===== src/rtl/pipe_ctrl_pkg.sv =====
// pipe_ctrl_pkg: shared types and default widths for the pipeline hazard controller
package pipe_ctrl_pkg;
  localparam int DEF_DATA_W = 16;
  localparam int DEF_ADDR_W = 3;
  localparam int MAX_ADDR_W = 8;
  localparam int FWD_RF = 0;
  typedef struct packed {
    logic                  valid;
    logic                  reg_write;
    logic                  is_load;
    logic [MAX_ADDR_W-1:0] dest;
  } slot_t;
endpackage


===== src/rtl/fwd_select.sv =====
// fwd_select: youngest-match forwarding mux and load-use detection for one operand
module fwd_select
  import pipe_ctrl_pkg::*;
#(
  parameter int DATA_W     = DEF_DATA_W,
  parameter int ADDR_W     = DEF_ADDR_W,
  parameter int DEPTH      = 3,
  parameter int LOAD_READY = 1,
  parameter bit ZERO_REG   = 1'b0,
  parameter int SEL_W      = $clog2(DEPTH+1)
) (
  input  slot_t [DEPTH-1:0]        slots,
  input  logic  [ADDR_W-1:0]       src,
  input  logic                     used,
  input  logic  [DATA_W-1:0]       rf_data,
  input  logic  [DEPTH*DATA_W-1:0] stage_result,
  output logic  [SEL_W-1:0]        sel,
  output logic  [DATA_W-1:0]       data,
  output logic                     load_hazard
);
  logic is_zero;
  assign is_zero = ZERO_REG && (src == '0);
  // scan oldest to youngest so the youngest match overwrites; a not-yet-ready load keeps register-file data
  always_comb begin
    sel = SEL_W'(FWD_RF);
    data = rf_data;
    load_hazard = 1'b0;
    for (int k = DEPTH-1; k >= 0; k--) begin
      if (used && !is_zero && slots[k].valid && slots[k].reg_write &&
          slots[k].dest == MAX_ADDR_W'(src)) begin
        sel = SEL_W'(k+1);
        load_hazard = slots[k].is_load && (k < LOAD_READY);
        data = load_hazard ? rf_data : stage_result[k*DATA_W +: DATA_W];
      end
    end
    data = is_zero ? '0 : data;
  end
endmodule


===== src/rtl/pipeline_hazard_ctrl.sv =====
// pipeline_hazard_ctrl: scoreboard of in-flight instructions driving forwarding, load-use stalls, flush and freeze
module pipeline_hazard_ctrl
  import pipe_ctrl_pkg::*;
#(
  parameter int DATA_W     = DEF_DATA_W,
  parameter int ADDR_W     = DEF_ADDR_W,
  parameter int DEPTH      = 3,
  parameter int LOAD_READY = 1,
  parameter bit ZERO_REG   = 1'b0,
  parameter int SEL_W      = $clog2(DEPTH+1)
) (
  input  logic                    clk,
  input  logic                    rst,
  input  logic                    id_valid,
  input  logic                    id_reg_write,
  input  logic                    id_mem_read,
  input  logic [ADDR_W-1:0]       id_dest,
  input  logic [ADDR_W-1:0]       id_src1,
  input  logic [ADDR_W-1:0]       id_src2,
  input  logic                    id_src1_used,
  input  logic                    id_src2_used,
  input  logic [DATA_W-1:0]       rf_data1,
  input  logic [DATA_W-1:0]       rf_data2,
  input  logic [DEPTH*DATA_W-1:0] stage_result,
  input  logic                    mem_busy,
  input  logic                    flush,
  output logic [DATA_W-1:0]       op1,
  output logic [DATA_W-1:0]       op2,
  output logic [SEL_W-1:0]        fwd_sel1,
  output logic [SEL_W-1:0]        fwd_sel2,
  output logic                    stall,
  output logic                    freeze,
  output logic                    kill_id,
  output logic [15:0]             stall_count
);
  slot_t [DEPTH-1:0] slots_q, slots_d;
  logic [15:0] stall_count_q;
  logic hz1, hz2;

  fwd_select #(.DATA_W(DATA_W), .ADDR_W(ADDR_W), .DEPTH(DEPTH), .LOAD_READY(LOAD_READY),
               .ZERO_REG(ZERO_REG), .SEL_W(SEL_W)) u_fwd1 (
    .slots(slots_q), .src(id_src1), .used(id_src1_used), .rf_data(rf_data1),
    .stage_result(stage_result), .sel(fwd_sel1), .data(op1), .load_hazard(hz1)
  );

  fwd_select #(.DATA_W(DATA_W), .ADDR_W(ADDR_W), .DEPTH(DEPTH), .LOAD_READY(LOAD_READY),
               .ZERO_REG(ZERO_REG), .SEL_W(SEL_W)) u_fwd2 (
    .slots(slots_q), .src(id_src2), .used(id_src2_used), .rf_data(rf_data2),
    .stage_result(stage_result), .sel(fwd_sel2), .data(op2), .load_hazard(hz2)
  );

  assign stall = id_valid && (hz1 || hz2) && !flush;
  assign kill_id = flush;
  assign freeze = mem_busy;
  assign stall_count = stall_count_q;

  // shift the scoreboard one slot older; decode enters slot 0 only when it actually issues
  always_comb begin
    slots_d[0] = (id_valid && !stall && !flush) ?
                 '{valid: 1'b1, reg_write: id_reg_write, is_load: id_mem_read,
                   dest: MAX_ADDR_W'(id_dest)} : '0;
    for (int k = 1; k < DEPTH; k++) slots_d[k] = slots_q[k-1];
  end

  // scoreboard and bubble counter advance only when memory is not back-pressuring
  always_ff @(posedge clk or posedge rst) begin
    if (rst) begin
      slots_q <= '0;
      stall_count_q <= '0;
    end else if (!mem_busy) begin
      slots_q <= slots_d;
      if (stall && stall_count_q != 16'hFFFF) stall_count_q <= stall_count_q + 16'd1;
    end
  end
endmodule


===== config.mk =====
export PLATFORM = sky130hd
export DESIGN_NAME = pipeline_hazard_ctrl
export DESIGN_NICKNAME = d
export VERILOG_FILES = /design/src/rtl/pipe_ctrl_pkg.sv /design/src/rtl/fwd_select.sv /design/src/rtl/pipeline_hazard_ctrl.sv
export SDC_FILE = /design/constraint.sdc
export NUM_CORES = 1
export LEC_CHECK = 0
export CAP_MARGIN = 10
export CORE_MARGIN = 10
export CORE_UTILIZATION = 39
export DETAILED_ROUTE_END_ITERATION = 10
export PLACE_DENSITY = 0.85
export SYNTH_ARGS = -nofsm -noshare
export SYNTH_HDL_FRONTEND = slang
export SYNTH_SLANG_ARGS = --single-unit

===== constraint.sdc =====
create_clock -name clk -period 2.8 [get_ports clk]
set_input_delay 0.56 -clock clk [delete_from_list [all_inputs] [get_ports clk]]
set_output_delay 0.56 -clock clk [all_outputs]
set_load 0.1 [all_outputs]

==> impl_metrics.py <==
metrics = {
    "job": {
        "cap_violations": 0,
    },
    "finish": {
        "mostFrequentLayoutCell": "clkdlybuf4s50_1",
        "diodes": 0,
        "instances_no_fill": 595,
        "layout_common_cells": "clkdlybuf4s50_1 (89), buf_4 (78), buf_12 (47)",
        "drive_gt1_share_pct": 42.69,
        "final_util_pct": 86.83,
        "num-nets-final": 597,
        "syn_to_final_growth_pct": 115.6,
        "multi_input_area_um2": 2345,
        "regArea_um2": 803.3,
        "final_cell_area_um2": 5899,
        "nFillCells": 341,
    },
    "route": {
        "wl_um": 14480,
        "remaining_drc_errors": 0,
        "wire_per_inst_um": 24.33,
        "routed_via_density": 6.166,
        "drt_pre_antenna_iters": 9,
        "num_vias": 3669,
        "antenna_left": 0,
        "drt_iter0_drc": 374,
    },
    "worst_setup_path": {
        "path_class": "in2out",
        "cp_num_cells": 10,
        "critPathMaxFanout": 8,
        "r2r_end": "stall_count[1]$_DFFE_PP0P_",
        "cpLargestDelayFamily": "buffers and inverters",
        "worst_setup_path_end_kind": "output port",
        "slowest_stage": "a222oi_1",
        "cp-startpoint": "id_src2[2]",
        "cp-endpoint": "op2[8]",
        "start_kind": "input port",
        "worstPathArrival_ns": 2.46,
        "reg2reg_setup_slack_ns": 0.38,
        "critPathRequiredTime_ns": 2.24,
        "reg2reg_from": "stall_count[5]$_DFFE_PP0P_",
        "path_cells": "dlygate4sd2_1, buf_4, xnor2_2, nand2_1, o21ba_4, buf_12, a222oi_1, buf_4, mux2i_4, buf_12",
        "max_stage_delay_ns": 0.36,
        "reg2regPathDepth": 5,
        "cp.buffers_inverters": 5,
    },
    "clock_tree": {
        "clkSlewWorstSetupHoldPaths_ns": 0.07,
        "clock_path_buffers": 2,
        "postCtsHoldBufs": 0,
        "clk_latency_ns": 0.28,
        "clock_sinks": 32,
        "htree_levels": 2,
        "cts_tree": "built",
        "cts-buffers-inserted": 5,
        "root_buffer": "clkbuf_8",
    },
    "yosys": {
        "ys_async_sr_fraction_pct": 100.0,
        "ys_ff_latch": 32,
        "syn_area_per_cell_um2": 9.568,
        "synth_top_flop_cell": "dfrtp_1",
        "seq_area_frac_synth_pct": 29.26,
        "synth_nets": 385,
        "syn-cell-area_um2": 2736,
        "synth_top_area_cell": "dfrtp_1",
        "yosys-top-cells-area": "dfrtp_1 (29%), mux2i_1 (12%), a222oi_1 (12%)",
        "synth.top_cell.area_share_pct": 29.26,
        "synth_edf_count": 0,
        "synthCells": 286,
        "ys_warn_count": 0,
        "ys_types": 40,
    },
    "sta": {
        "setup-violations-final": 32,
        "finClkSkew_ns": 0.004779,
        "finalCritPeriodShare_pct": 107.8,
        "slew_viol_final": 0,
        "rsz0062_at_grt": "true",
        "timing.final.ws_setup_ns": -0.2197,
        "hold_viol": 0,
        "whs_ns": 0.5293,
        "relSlewSlack_pct": 59.08,
        "period_needed_ns": 3.020,
        "tightest_slew_ns": 0.6083,
        "max_clock_freq_ghz": 0.3312,
    },
    "power": {
        "p_leak_nw": 2.400,
        "powerDensity_nw_per_um2": 290.1,
        "power_w": 0.001711,
        "vdd_drop_max_uv": 379.0,
    },
    "place": {
        "place_area_um2": 5560,
        "io_buffers": 152,
        "gp_congestion": 0.9121,
        "dp_cells": 571,
        "dp_hpwl_um": 10550,
    },
    "global_routing": {
        "grt_pass1_vias": 3841,
        "grt_max_degree": 37,
        "grt_overflow": 0,
        "track_usage_pct": 25.26,
        "grt_antenna_before_repair": 0,
        "grt_pass1_wl_um": 22080,
    },
    "floorplan": {
        "row_count": 30,
        "core_um2": 6794,
        "die_h_um": 103.8,
        "start_util_pct": 40.28,
        "pin_count": 153,
        "die_area_um2": 10770,
        "die_w_um": 103.8,
    },
    "worst_hold_path": {
        "holdCritStartpoint": "stall_count[3]$_DFFE_PP0P_",
        "hold_class": "reg2reg",
    },
    "status": {
        "status": "finished with violations",
        "violations": "negative setup slack",
    },
}
-- registers in the layout (all words and copies together) (netlist names) --
register,cells
stall_count,16
slots_d,11
slots_q,5
-- what timing repair did --
action	in CTS	in global routing
hold endpoints to repair	0	0
setup endpoints to repair	37	33
pin swaps	16	15
setup buffers	7	6
resized for setup	34	11
gates cloned	3	0
-- cells in the mapped netlist (2+ instances only) --
cell / number
inv_1: 3
nor2b_1: 17
dfrtp_1: 32
nand4_1: 10
buf_1: 2
mux2i_1: 33
nor2_1: 9
a22o_1: 5
xor2_1: 14
nand4b_1: 3
xnor2_1: 16
clkbuf_1: 7
buf_2: 9
mux2_2: 12
a222oi_1: 32
and3_1: 3
nor4_1: 4
nand2_1: 6
nand3_1: 11
buf_4: 2
nor4_4: 2
buf_6: 2
or2_2: 2
a21oi_1: 33
nor3_1: 2
-- routing by layer --
layer	part of all wire (%)	track usage, %	wire (µm)
met1	38	30.03	5474
met2	50	44.01	7296
met3	9.4	6.010	1359
met4	2.4	7.256	347
met5	0	0	0
-- layout make-up --
type,count,share of cell area (%)
inverters,3,0.1909
clock inverters,1,0.1273
well taps,96,2.036
flip-flops and latches,32,13.62
clock buffers,7,1.463
repair buffers,225,42.82
multi-input cells,231,39.75
-- through the flow --
stage	setup WS [ns]	TNS, ns
finish	-0.2197	-3.920
floorplan	-0.1929	-2.558
global route	-0.3259	-6.791
global placement	-0.4491	-14.18
CTS	-0.1916	-3.561
detailed placement	-0.5332	-17.57
-- logic make-up after synthesis --
group	count (synthesis)	synth area share, %
AND/OR/NAND/NOR	77	17.47
multiplexers	45	17.01
XOR/XNOR	30	9.602
adder cells (fa/ha/maj)	1	0.4572
flip-flops	32	29.26
buffers and inverters	25	4.664
AO/OA/AOI/OAI	76	21.54
-- report_power, final --
part	total (W)	leakage [nW]	internal (W)	switching [W]
sequential	0.000511	0.430	0.000481	0.0000305
combinational	0.000824	1.93	0.000376	0.000447
clock	0.000376	0.0445	0.000200	0.000177
-- worst min-delay path by stage --
stage,slack [ns],depth (start not counted),to
after global routing,0.55,1,stall_count[3]$_DFFE_PP0P_
after CTS,0.52,1,stall_count[3]$_DFFE_PP0P_
after detailed placement,0.51,1,stall_count[3]$_DFFE_PP0P_
final,0.53,1,stall_count[3]$_DFFE_PP0P_
after global placement,0.49,1,stall_count[6]$_DFFE_PP0P_
after floorplan,0.50,1,slots_d[21]$_DFFE_PP0N_
Note: power is estimated with default switching activity, not from simulation.
